--- src/rtl/serial_transfer_unit_if.sv ---
// Bundle of the controller-facing handshake and data signals for serial_transfer_unit.
// master: controller side (drives SampleData/TransferData/Mode/MemData/ExtData).
// slave : serial unit side (drives SerialOut/SerialClk/SerialValid/TransferDone).
interface serial_transfer_unit_if #(
  parameter int DATA_WIDTH = 8
);
  logic                  SampleData;
  logic                  TransferData;
  logic                  Mode;
  logic [DATA_WIDTH-1:0] MemData;
  logic [DATA_WIDTH-1:0] ExtData;
  logic                  SerialOut;
  logic                  SerialClk;
  logic                  SerialValid;
  logic                  TransferDone;

  modport master (
    output SampleData, TransferData, Mode, MemData, ExtData,
    input  SerialOut, SerialClk, SerialValid, TransferDone
  );

  modport slave (
    input  SampleData, TransferData, Mode, MemData, ExtData,
    output SerialOut, SerialClk, SerialValid, TransferDone
  );
endinterface

--- src/rtl/serial_transfer_unit.sv ---
// Captures a word (MemData when Mode=1, else ExtData) on SampleData and shifts it out MSB-first.
// Latency: first bit visible right after the capture edge; CLK_DIV Clk cycles per bit; TransferDone after DATA_WIDTH*CLK_DIV edges.
// Backpressure: TransferData low aborts a transfer; TransferDone is held while SampleData stays high.
// Ports: Clk, Reset (async, active-high), Bus (serial_transfer_unit_if.slave).
module serial_transfer_unit #(
  parameter int DATA_WIDTH = 8,
  parameter int CLK_DIV    = 4
) (
  input  logic                  Clk,
  input  logic                  Reset,
  serial_transfer_unit_if.slave Bus
);

  localparam int BitW = (DATA_WIDTH > 1) ? $clog2(DATA_WIDTH) : 1;
  localparam int DivW = (CLK_DIV > 1) ? $clog2(CLK_DIV) : 1;

  localparam logic [BitW-1:0] LastBit = BitW'(DATA_WIDTH - 1);
  localparam logic [DivW-1:0] LastDiv = DivW'(CLK_DIV - 1);
  localparam logic [DivW-1:0] HalfDiv = DivW'(CLK_DIV / 2);

  typedef enum logic [1:0] {
    IDLE  = 2'd0,
    SHIFT = 2'd1,
    DONE  = 2'd2
  } state_t;

  state_t                state, stateNext;
  logic [DATA_WIDTH-1:0] shiftReg, shiftNext;
  logic [BitW-1:0]       bitCnt, bitCntNext;
  logic [DivW-1:0]       divCnt, divCntNext;

  always_ff @(posedge Clk or posedge Reset) begin
    if (Reset) begin
      state    <= IDLE;
      shiftReg <= '0;
      bitCnt   <= '0;
      divCnt   <= '0;
    end else begin
      state    <= stateNext;
      shiftReg <= shiftNext;
      bitCnt   <= bitCntNext;
      divCnt   <= divCntNext;
    end
  end

  always_comb begin
    stateNext  = state;
    shiftNext  = shiftReg;
    bitCntNext = bitCnt;
    divCntNext = divCnt;
    case (state)
      IDLE: begin
        if (Bus.SampleData) begin
          shiftNext  = Bus.Mode ? Bus.MemData : Bus.ExtData;
          bitCntNext = '0;
          divCntNext = '0;
          stateNext  = SHIFT;
        end
      end
      SHIFT: begin
        // Abort wins over the bit advance; counters are re-cleared on the next capture.
        if (!Bus.TransferData) begin
          stateNext = IDLE;
        end else if (divCnt == LastDiv) begin
          divCntNext = '0;
          if (bitCnt == LastBit) begin
            stateNext = DONE;
          end else begin
            shiftNext  = shiftReg << 1;
            bitCntNext = bitCnt + BitW'(1);
          end
        end else begin
          divCntNext = divCnt + DivW'(1);
        end
      end
      DONE: begin
        // Holding here while SampleData is high keeps the controller from retriggering.
        if (!Bus.SampleData) begin
          stateNext = IDLE;
        end
      end
      default: stateNext = IDLE;
    endcase
  end

  // Outputs decode registered state only, so reset clears them immediately.
  assign Bus.SerialValid  = (state == SHIFT);
  assign Bus.SerialOut    = (state == SHIFT) && shiftReg[DATA_WIDTH-1];
  assign Bus.SerialClk    = (state == SHIFT) && (divCnt >= HalfDiv);
  assign Bus.TransferDone = (state == DONE);

endmodule
--- src/flat_wrapper.sv ---
// flat-port wrapper written by rule: the top's interface ports become plain ports
module serial_transfer_unit_flat 
#(
  parameter int DATA_WIDTH = 8,
  parameter int CLK_DIV    = 4
)
  (Clk, Reset, Bus_SampleData, Bus_TransferData, Bus_Mode, Bus_MemData, Bus_ExtData, Bus_SerialOut, Bus_SerialClk, Bus_SerialValid, Bus_TransferDone);
  serial_transfer_unit_if #(.DATA_WIDTH(DATA_WIDTH)) Bus_i ();
  input  logic Clk;
  input  logic Reset;
  input wire logic [$bits(Bus_i.SampleData)-1:0] Bus_SampleData;
  input wire logic [$bits(Bus_i.TransferData)-1:0] Bus_TransferData;
  input wire logic [$bits(Bus_i.Mode)-1:0] Bus_Mode;
  input wire logic [$bits(Bus_i.MemData)-1:0] Bus_MemData;
  input wire logic [$bits(Bus_i.ExtData)-1:0] Bus_ExtData;
  output wire logic [$bits(Bus_i.SerialOut)-1:0] Bus_SerialOut;
  output wire logic [$bits(Bus_i.SerialClk)-1:0] Bus_SerialClk;
  output wire logic [$bits(Bus_i.SerialValid)-1:0] Bus_SerialValid;
  output wire logic [$bits(Bus_i.TransferDone)-1:0] Bus_TransferDone;
  assign Bus_i.SampleData = Bus_SampleData;
  assign Bus_i.TransferData = Bus_TransferData;
  assign Bus_i.Mode = Bus_Mode;
  assign Bus_i.MemData = Bus_MemData;
  assign Bus_i.ExtData = Bus_ExtData;
  assign Bus_SerialOut = Bus_i.SerialOut;
  assign Bus_SerialClk = Bus_i.SerialClk;
  assign Bus_SerialValid = Bus_i.SerialValid;
  assign Bus_TransferDone = Bus_i.TransferDone;
  serial_transfer_unit #(.DATA_WIDTH(DATA_WIDTH), .CLK_DIV(CLK_DIV)) u_core (.Clk(Clk), .Reset(Reset), .Bus(Bus_i));
endmodule
--- config.mk ---
export PLATFORM = sky130hd
export DESIGN_NAME = serial_transfer_unit_flat
export DESIGN_NICKNAME = d
export VERILOG_FILES = /design/src/rtl/serial_transfer_unit_if.sv /design/src/rtl/serial_transfer_unit.sv /design/src/flat_wrapper.sv
export SDC_FILE = /design/constraint.sdc
export NUM_CORES = 1
export LEC_CHECK = 0
export CAP_MARGIN = 20
export CORE_MARGIN = 2
export CORE_UTILIZATION = 30
export CTS_CLUSTER_DIAMETER = 80
export DETAILED_ROUTE_END_ITERATION = 10
export GPL_ROUTABILITY_DRIVEN = 0
export SLEW_MARGIN = 25
export SYNTH_ARGS = -nofsm -noshare
export SYNTH_HDL_FRONTEND = slang
export SYNTH_SLANG_ARGS = --single-unit
--- constraint.sdc ---
create_clock -name Clk -period 2.7 [get_ports Clk]
set_input_delay 0.54 -clock Clk [delete_from_list [all_inputs] [get_ports Clk]]
set_output_delay 0.54 -clock Clk [all_outputs]
set_load 0.05 [all_outputs]
==> run metrics, run 1 <==
status=complete, no violations; post-synthesis compound-gate area fraction=0.0730; Yosys top cell area share=0.398; first-pass GRT wire length=2970 microns; fraction of the mapped netlist area in adder cells=0.0531; Worst R2R Setup Slack=0.69 ns; global route total overflow=0; layout cells sized above 1=0.157; normalized max-slew margin=0.615; postcts setup bufs=0; Antenna Cells=0; # rows=20; first drt pass iteration count=2; clock latency at the later pin of the worst-skew pair=0.28 ns; DR WL met2=880 microns; fin nets=134; synth warn=0; Synth Area per Inst=11.4 sq um; peak supply drop=0.412 mV; r2r startpoint=u_core.bitCnt[0]$_DFFE_PP0P_; post-synthesis sequential area ratio=0.398; Max Fclk=0.422 GHz; Avg Vias per Cell=4.36; post-synthesis xor/xnor area fraction=0; Worst Path Required=2.16 ns; Chip Width=60.0 microns; total track usage=0.115; Top-Level Pins=25; post-route DRC violation count=0; antenna viol nets, final=0; Synth top cells by count=17 x mux2i_1, 15 x dfrtp_1, 10 x inv_1; post-synthesis simple-gate area fraction=0.0983; Clock Path Buffers=2; Fin Setup TNS=0 ns; CP Cell Sequence=and2b_1, clkdlybuf4s50_1; Setup crit end kind=output port; Tot Pwr=794 uW; Hold Violations, Final=0; maxcap violations=0; Post-synth EDFFs=0; root buf cell=clkbuf_4; FILL cells=328; count leader, synth=mux2i_1; PortBufs=24; core area=0.00303 sq mm; main combinational cell family by area after synthesis=multiplexers; worst flop-to-flop path endpoint=u_core.shiftReg[4]$_DFFE_PP0P_; synthesized instance count=83; fin. max-slew vios=0; worst-margin pin slew=0.576 ns; multiplexer share of the synthesized area=0.288; met3 WL=106 microns; FF+latch count, synth=15; Tcrit/Tclk final=0.879; worst hold path endpoint=u_core.shiftReg[6]$_DFFE_PP0P_; wire per inst=12.2 microns; Place WS=0.382 ns; hold path depth=1; vias in the first global route=692; Chip Height=60.0 microns; Main synth FF type=dfrtp_1; WL met1=851 microns; Num CTS Buffers=3; highest routed metal layer=met4; DR vias=663; leakage power total=0.623 nW; Yosys top cell by area=dfrtp_1; Mapped Area=942 sq um; post-layout min period=2.37 ns; Syn Nets=108; H-tree lvl count=1; Final Skew=0.00250 ns; worst r2r path cells=6; die area=0.00360 sq mm; CTS tree=done; Cell Pwr Density=642 mW/mm^2; CP startpoint kind=flop; Cell variety after synth=25; CP bufs+invs=1; CP arrival=1.83 ns; critical path peak fanout=9; # clock sinks=15; dpl hpwl=1390 microns; ys async rst share=1.00; worst hold path class=reg2reg; iteration-0 DRC count of the detailed router=3; RSZ-0062 raised after global routing=no; routed wire length=1860 microns; Setup CP Type=reg2out; initial antenna violation count=0; crit-path max cell delay=0.81 ns; min-delay src=u_core.shiftReg[6]$_DFFE_PP0P_; P&R area growth vs syn=31.2%; clk slew on worst S/H paths=0.09 ns; setup ws final=0.328 ns; Initial Util=0.311; cell family with the largest share of critical-path delay=buffers and inverters; largest net degree at the start of global routing=16; Slowest cell on crit path=clkdlybuf4s50_1; Synth area leaders=dfrtp_1 40%, mux2i_1 18%, mux2_2 6.0%; # setup viols final=0
[per-stage QoR]
step | instances | utilization | area, sq um | hold slack, ns
2_1_floorplan | 83 | - | 942 | 0.441
3_3_place_gp | 148 | 0.397 | 1200 | 0.491
3_5_place_dp | 148 | 0.397 | 1200 | 0.495
4_1_cts | 152 | 0.406 | 1230 | 0.523
5_1_grt | 152 | 0.408 | 1240 | 0.545
6_report | 152 | 0.408 | 1240 | 0.515
[cells in the final DEF (no fill, tap or decap), types with 2 or more instances in the layout]
cell type | synthesis | layout
dlymetal6s2s_1 | 0 | 3
mux2i_1 | 17 | 17
mux2_2 | 5 | 5
clkbuf_4 | 0 | 3
clkdlybuf4s50_1 | 0 | 21
nor2_1 | 5 | 5
o22ai_1 | 2 | 2
nand2_1 | 3 | 3
ha_1 | 4 | 4
a22o_1 | 3 | 3
inv_1 | 10 | 10
dfrtp_1 | 15 | 15
mux2_4 | 3 | 3
[layout make-up]
| class | instances | area, sq um | share of cell area |
|---|---|---|---|
| multi-input combinational | 53 | 483 | 0.391 |
| sequential | 15 | 375 | 0.304 |
| timing repair buffer | 25 | 255 | 0.206 |
| tap | 44 | 55.1 | 0.0445 |
| inverter | 11 | 41.3 | 0.0334 |
| clock buffer | 4 | 26.3 | 0.0213 |
[flip-flops by register name, indices dropped and copies added (netlist names)]
signal           cells
u_core.state         2
u_core.bitCnt        3
u_core.shiftReg      8
u_core.divCnt        2
[power breakdown]
part	switching (mW)	internal, mW	total (mW)
sequential	0.0435	0.304	0.348
combinational	0.153	0.165	0.318
clock	0.0703	0.0574	0.128
total	0.267	0.527	0.794
[worst max-delay path by stage]
stage / start / endpoint / cells after the start
after floorplan: u_core.state[1]$_DFFE_PP0P_ / Bus_SerialClk / 3
after global placement: u_core.state[1]$_DFFE_PP0P_ / Bus_SerialClk / 3
after detailed placement: u_core.state[1]$_DFFE_PP0P_ / Bus_SerialOut / 3
after CTS: u_core.state[1]$_DFFE_PP0P_ / Bus_SerialOut / 3
after global routing: u_core.state[0]$_DFFE_PP0P_ / Bus_TransferDone / 2
final: u_core.state[0]$_DFFE_PP0P_ / Bus_TransferDone / 2
[layer usage]
metal	track usage	vias to the layer above
li1	-	334
met1	0.126	304
met2	0.202	21
met3	0.0433	4
met4	0.0381	0
met5	0	-
[cell families after synthesis]
group                    after synthesis
AO/OA/AOI/OAI                          9
adder cells (fa/ha/maj)                4
AND/OR/NAND/NOR                       15
flip-flops                            15
multiplexers                          25
buffers and inverters                 15
[repair_timing]
action                                  4_1_cts  5_1_grt
endpoints found under the setup margin        0        3
hold buffers                                  0        0
hold endpoints to repair                      0        0
resized for setup                             0        3
[worst reg2reg max path: cells and delay by family (launching register included)]
family                     cells  cell delay, ns
adders and majority gates      2            0.42
DFF                            1            0.41
AOI/OAI and AO/OA              1            0.31
muxes                          1            0.31
buffers and inverters          1            0.25
and+or+nand+nor                1            0.21
(Power assumes the default switching activity.)
==> run 2: changes to the inputs <==
--- a/config.mk
+++ b/config.mk
@@ -6,7 +6,6 @@
 export NUM_CORES = 1
 export LEC_CHECK = 0
 export CAP_MARGIN = 20
-export CORE_MARGIN = 2
 export CORE_UTILIZATION = 30
 export CTS_CLUSTER_DIAMETER = 80
 export DETAILED_ROUTE_END_ITERATION = 10
==> run 2 against run 1 <==
- the run now ends with design-rule violations left
- clock power hardly changed
- via count is 1.1% higher
- core utilization is 2.0 points higher
- clock skew is 0.0010 ns higher
- critical endpoint is now Bus_SerialOut
==> run metrics, run 2 (synthesis gave the netlist of run 1 again) <==
status=complete, but fails checks; failing checks=design-rule violations; r2r startpoint=u_core.bitCnt[0]$_DFFE_PP0P_; leakage power total=0.590 nW (-5.2%); core area=0.00288 sq mm (-5.0%); first-pass GRT wire length=2950 microns (-0.47%); post-layout min period=2.50 ns (+0.129 ns); post-route DRC violation count=1 (+1); routed wire length=1770 microns (-5.1%); CP startpoint kind=flop; Tcrit/Tclk final=0.926 (+0.0476); Num CTS Buffers=3 (unchanged); fin nets=135 (+0.75%); maxcap violations=0 (unchanged); CTS Hold Buffers Added=0 (unchanged); Initial Util=0.328 (+0.0164); layout cells sized above 1=0.183 (+0.0261); clock latency at the later pin of the worst-skew pair=0.29 ns (about the same); first drt pass iteration count=7 (+5); Hold Violations, Final=0 (unchanged); RSZ-0062 raised after global routing=no; postcts setup bufs=0 (unchanged); # rows=19 (-5.0%); Worst Path Required=2.16 ns (about the same); Setup crit end kind=output port; Chip Height=58.0 microns (-3.3%); largest net degree at the start of global routing=16 (unchanged); CTS tree=done; Cell Pwr Density=650 mW/mm^2 (+1.3%); normalized max-slew margin=0.614 (-0.00160); CP arrival=1.96 ns (+0.13 ns); wire per inst=11.7 microns (-4.4%); worst r2r path cells=6 (unchanged); dpl hpwl=1400 microns (+0.82%); root buf cell=clkbuf_4; Antenna Cells=0 (unchanged); PortBufs=24 (unchanged); global route total overflow=0 (unchanged); # setup viols final=0 (unchanged); worst-margin pin slew=0.579 ns (+0.00239 ns); vias in the first global route=647 (-6.5%); iteration-0 DRC count of the detailed router=15 (+12); Chip Width=58.0 microns (-3.3%); worst hold path endpoint=u_core.shiftReg[4]$_DFFE_PP0P_; fin. max-slew vios=0 (unchanged); Final Skew=0.00351 ns (+0.00101 ns); max reg flops=8 (unchanged); initial antenna violation count=0 (unchanged); hold path depth=1 (unchanged); Sw Pwr=275 uW (+3.2%); DR vias=670 (+1.1%); Fin Setup TNS=0 ns (unchanged); Tot Pwr=801 uW (+0.96%); Clk pwr share=0.164 (+0.003); Max Fclk=0.400 GHz (-5.1%); # clock sinks=15 (unchanged); worst hold path class=reg2reg; total track usage=0.117 (+0.00199); Clock Path Buffers=2 (unchanged); Internal Power=526 uW (-0.17%); P&R area growth vs syn=30.8%; Setup CP Type=reg2out; min-delay src=u_core.shiftReg[4]$_DFFE_PP0P_; critical path peak fanout=7 (-2); Largest Register=u_core.shiftReg; share of power burned in registers=0.438 (about the same); Top-Level Pins=25 (unchanged); worst flop-to-flop path endpoint=u_core.shiftReg[2]$_DFFE_PP0P_; largest registers=u_core.shiftReg (8), u_core.bitCnt (3); most common cell after layout, fill and taps aside=clkdlybuf4s50_1; die area=0.00337 sq mm (-6.6%); clk slew on worst S/H paths=0.09 ns (about the same); final core occ=0.428 (+0.0202); H-tree lvl count=1 (unchanged); CTS-repair resized insts=0 (unchanged); combinational share of power=0.398 (-0.003); peak supply drop=0.395 mV (-4.1%); antenna viol nets, final=0 (unchanged); Avg Vias per Cell=4.44 (+1.7%); Worst R2R Setup Slack=0.72 ns (+0.03 ns); commonest non-fill, non-tap cells in the layout=23 x clkdlybuf4s50_1, 17 x mux2i_1, 15 x dfrtp_1; Sw Share=0.343 (+0.00743)
run 2: changes by cell type in the layout (fill, tap and decap cells not counted), sizes merged:
cell,delta
clkdlybuf4s50,+2
clkinv,+1
dlymetal6s2s,-3
buf,+2
clkbuf,-1
run 2: critical path, stage by stage, from the launching register on:
cell,delay [ns]
dfrtp_1,0.46
nand2b_2,0.27
nor2_1,0.13
clkdlybuf4s50_1,0.82
run 2: power by group through the flow:
stage | clock network [mW] | logic, mW | registers, mW
2_1_floorplan | 0 | 0.254 | 0.339
3_3_place_gp | 0 | 0.316 | 0.354
3_5_place_dp | 0 | 0.323 | 0.356
4_1_cts | 0.138 | 0.324 | 0.352
5_1_grt | 0.154 | 0.352 | 0.360
6_report | 0.131 | 0.319 | 0.351
run 2: how the worst max path moves through the flow:
stage,from,end,slack [ns],cells past startpoint
floorplan,u_core.state[1]$_DFFE_PP0P_,Bus_SerialClk,0.73,3
CTS,u_core.state[1]$_DFFE_PP0P_,Bus_SerialOut,0.16,3
detailed placement,u_core.state[1]$_DFFE_PP0P_,Bus_SerialOut,0.50,3
global route,u_core.state[1]$_DFFE_PP0P_,Bus_SerialOut,0.10,3
finish,u_core.state[1]$_DFFE_PP0P_,Bus_SerialOut,0.20,3
global placement,u_core.state[1]$_DFFE_PP0P_,Bus_SerialOut,0.53,3
run 2: final cells by class:
type	instances	area (sq um)
multi-input combinational	53	483
clock inverter	1	5.00
fill	286	1640
timing repair buffer	26	253
clock buffer	3	22.5
sequential	15	375
tap	42	52.6
inverter	11	41.3
run 2: metal layers:
layer	global-route usage	share of wire	up-vias
li1	-	-	335
met1	0.147	0.47	314
met2	0.189	0.47	17
met3	0.0357	0.054	4
met4	0.0408	0.014	0
met5	0	0	-
run 2: metrics by stage:
step,hold slack [ns],setup slack [ns],std cells,instance area [sq um]
after floorplan,0.441,0.729,83,942
after global placement,0.496,0.531,147,1200
after detailed placement,0.505,0.497,147,1200
after CTS,0.527,0.163,151,1230
after global routing,0.540,0.103,151,1230
final,0.525,0.199,151,1230
==> run 3: changes to the inputs <==
--- a/config.mk
+++ b/config.mk
@@ -6,6 +6,7 @@
 export NUM_CORES = 1
 export LEC_CHECK = 0
 export CAP_MARGIN = 20
+export CORE_ASPECT_RATIO = 0.9
 export CORE_UTILIZATION = 30
 export CTS_CLUSTER_DIAMETER = 80
 export DETAILED_ROUTE_END_ITERATION = 10
@@ -14,3 +15,4 @@
 export SYNTH_ARGS = -nofsm -noshare
 export SYNTH_HDL_FRONTEND = slang
 export SYNTH_SLANG_ARGS = --single-unit
+export TNS_END_PERCENT = 30
==> constraint.sdc (replaced) <==
create_clock -name Clk -period 3.2 [get_ports Clk]
set_input_delay 0.64 -clock Clk [delete_from_list [all_inputs] [get_ports Clk]]
set_output_delay 0.64 -clock Clk [all_outputs]
set_load 0.05 [all_outputs]
==> run 3 against run 2 <==
- the run now ends clean
- die area is essentially flat
- worst hold slack worse by 0.00081 ns
- first-iteration DRC count down 47%
- clock-buffer cell count increased by 1
==> run metrics, run 3 (synthesis gave the netlist of run 1 again) <==
status=complete, no violations; P&R area growth vs syn=29.9%; normalized max-slew margin=0.615 (+0.00157); die area=0.00337 sq mm (about the same); Initial Util=0.329 (+0.00186); max reg flops=8 (unchanged); initial antenna violation count=0 (unchanged); worst flop-to-flop path endpoint=u_core.shiftReg[6]$_DFFE_PP0P_; wire per inst=11.9 microns (+2.0%); Worst Setup SP=u_core.state[1]$_DFFE_PP0P_; Final Skew=0.000552 ns (-0.00296 ns); Hold Violations, Final=0 (unchanged); Worst Path Required=2.56 ns (+0.40 ns); fin nets=134 (-0.74%); first drt pass iteration count=3 (-4); # clock sinks=15 (unchanged); Tot Pwr=668 uW (-17%); share of power burned in registers=0.442 (+0.004); core area=0.00286 sq mm (-0.57%); clk slew on worst S/H paths=0.09 ns (about the same); Sw Pwr=224 uW (-19%); root buf cell=clkbuf_4; post-route DRC violation count=0 (-1); leakage power total=0.581 nW (-1.6%); PortBufs=24 (unchanged); crit-path max cell delay=0.81 ns (about the same); CP arrival=2.07 ns (+0.11 ns); worst hold path class=reg2reg; Clock Path Buffers=2 (unchanged); Crit path depth=3 (unchanged); combinational share of power=0.399 (about the same); CTS-repair resized insts=0 (unchanged); Internal Power=445 uW (-16%); r2r startpoint=u_core.bitCnt[0]$_DFFE_PP0P_; # rows=18 (-1); CTS Hold Buffers Added=0 (unchanged); CP bufs+invs=1 (unchanged); fin. max-slew vios=0 (unchanged); Chip Width=61.1 microns (+5.2%); # setup viols final=0 (unchanged); Setup crit end kind=output port; CP startpoint kind=flop; antenna viol nets, final=0 (unchanged); worst setup path end=Bus_SerialClk; Top-Level Pins=25 (unchanged); largest net degree at the start of global routing=16 (unchanged); Slowest cell on crit path=clkdlybuf4s50_1; Chip Height=55.2 microns (-5.0%); commonest non-fill, non-tap cells in the layout=24 x clkdlybuf4s50_1, 17 x mux2i_1, 15 x dfrtp_1; Max Fclk=0.369 GHz; Cell Pwr Density=546 mW/mm^2 (-16%); Worst R2R Setup Slack=1.09 ns (+0.37 ns); post-layout min period=2.71 ns; Sw Share=0.335 (-0.00837); peak supply drop=0.336 mV (-15%); dpl hpwl=1330 microns (-5.2%); CP Cell Sequence=nand2b_2, nor2_1, clkdlybuf4s50_1; routed wire length=1770 microns (unchanged); RSZ-0062 raised after global routing=no; worst-margin pin slew=0.576 ns (-0.00235 ns); vias in the first global route=661 (+2.2%); final core occ=0.428 (-0.000625); H-tree lvl count=1 (unchanged); total track usage=0.120 (+0.00370); worst r2r path cells=6 (unchanged); cell family with the largest share of critical-path delay=buffers and inverters; DR vias=655 (-2.2%); layout cells sized above 1=0.157 (-0.0261); Avg Vias per Cell=4.43 (-0.26%); critical path peak fanout=11 (+4); most common cell after layout, fill and taps aside=clkdlybuf4s50_1; largest registers=u_core.shiftReg (8), u_core.bitCnt (3); WHS=0.524 ns (-0.000810 ns); Clk pwr share=0.159 (-0.005); CTS tree=done; Tcrit/Tclk final=0.847; postcts setup bufs=0 (unchanged); Fin Setup TNS=0 ns (unchanged); Antenna Cells=0 (unchanged); global route total overflow=0 (unchanged); maxcap violations=0 (unchanged); first-pass GRT wire length=2880 microns (-2.3%); Num CTS Buffers=3 (unchanged); iteration-0 DRC count of the detailed router=8 (-7); Largest Register=u_core.shiftReg; clock latency at the later pin of the worst-skew pair=0.27 ns (-0.02 ns); Setup CP Type=reg2out
run 3: worst reg2reg max path: stages (launching register included):
cell      delay [ns]
dfrtp_1         0.41
ha_1            0.21
ha_1            0.20
nand4b_2        0.20
a21oi_2         0.39
buf_4           0.25
mux2_2          0.34
run 3: layout make-up:
class	instances	area, sq um
timing repair buffer	25	248
multi-input combinational	53	483
inverter	11	41.3
fill	288	1640
clock buffer	4	26.3
tap	40	50.0
sequential	15	375
run 3: power groups by stage:
stage / sequential [mW] / combinational, mW / clock (mW)
2_1_floorplan: 0.286 / 0.214 / 0
5_1_grt: 0.304 / 0.296 / 0.125
4_1_cts: 0.296 / 0.271 / 0.115
3_5_place_dp: 0.299 / 0.268 / 0
3_3_place_gp: 0.297 / 0.266 / 0
6_report: 0.296 / 0.266 / 0.106
run 3: how the worst min path moves through the flow:
| stage | slack (ns) | endpoint | startpoint | cells past startpoint |
|---|---|---|---|---|
| 2_1_floorplan | 0.48 | u_core.shiftReg[6]$_DFFE_PP0P_ | u_core.shiftReg[6]$_DFFE_PP0P_ | 1 |
| 6_report | 0.52 | u_core.shiftReg[3]$_DFFE_PP0P_ | u_core.shiftReg[3]$_DFFE_PP0P_ | 2 |
| 4_1_cts | 0.53 | u_core.shiftReg[5]$_DFFE_PP0P_ | u_core.shiftReg[5]$_DFFE_PP0P_ | 2 |
| 5_1_grt | 0.55 | u_core.shiftReg[5]$_DFFE_PP0P_ | u_core.shiftReg[5]$_DFFE_PP0P_ | 2 |
| 3_3_place_gp | 0.49 | u_core.shiftReg[6]$_DFFE_PP0P_ | u_core.shiftReg[6]$_DFFE_PP0P_ | 1 |
| 3_5_place_dp | 0.51 | u_core.shiftReg[4]$_DFFE_PP0P_ | u_core.shiftReg[4]$_DFFE_PP0P_ | 1 |
run 3: stage by stage:
stage          area [sq um]  std cells  worst slack, ns
6_report               1220        148            0.489
2_1_floorplan           942         83             1.13
5_1_grt                1220        148            0.334
3_3_place_gp           1200        144            0.785
3_5_place_dp           1200        144            0.729
4_1_cts                1220        148            0.457
run 3: per-layer routing:
| layer | vias to the layer above | track usage | part of all wire |
|---|---|---|---|
| li1 | 335 | - | - |
| met1 | 304 | 0.159 | 0.48 |
| met2 | 16 | 0.197 | 0.46 |
| met3 | 0 | 0.0419 | 0.062 |
| met4 | 0 | 0.0114 | 0 |
| met5 | - | 0 | 0 |
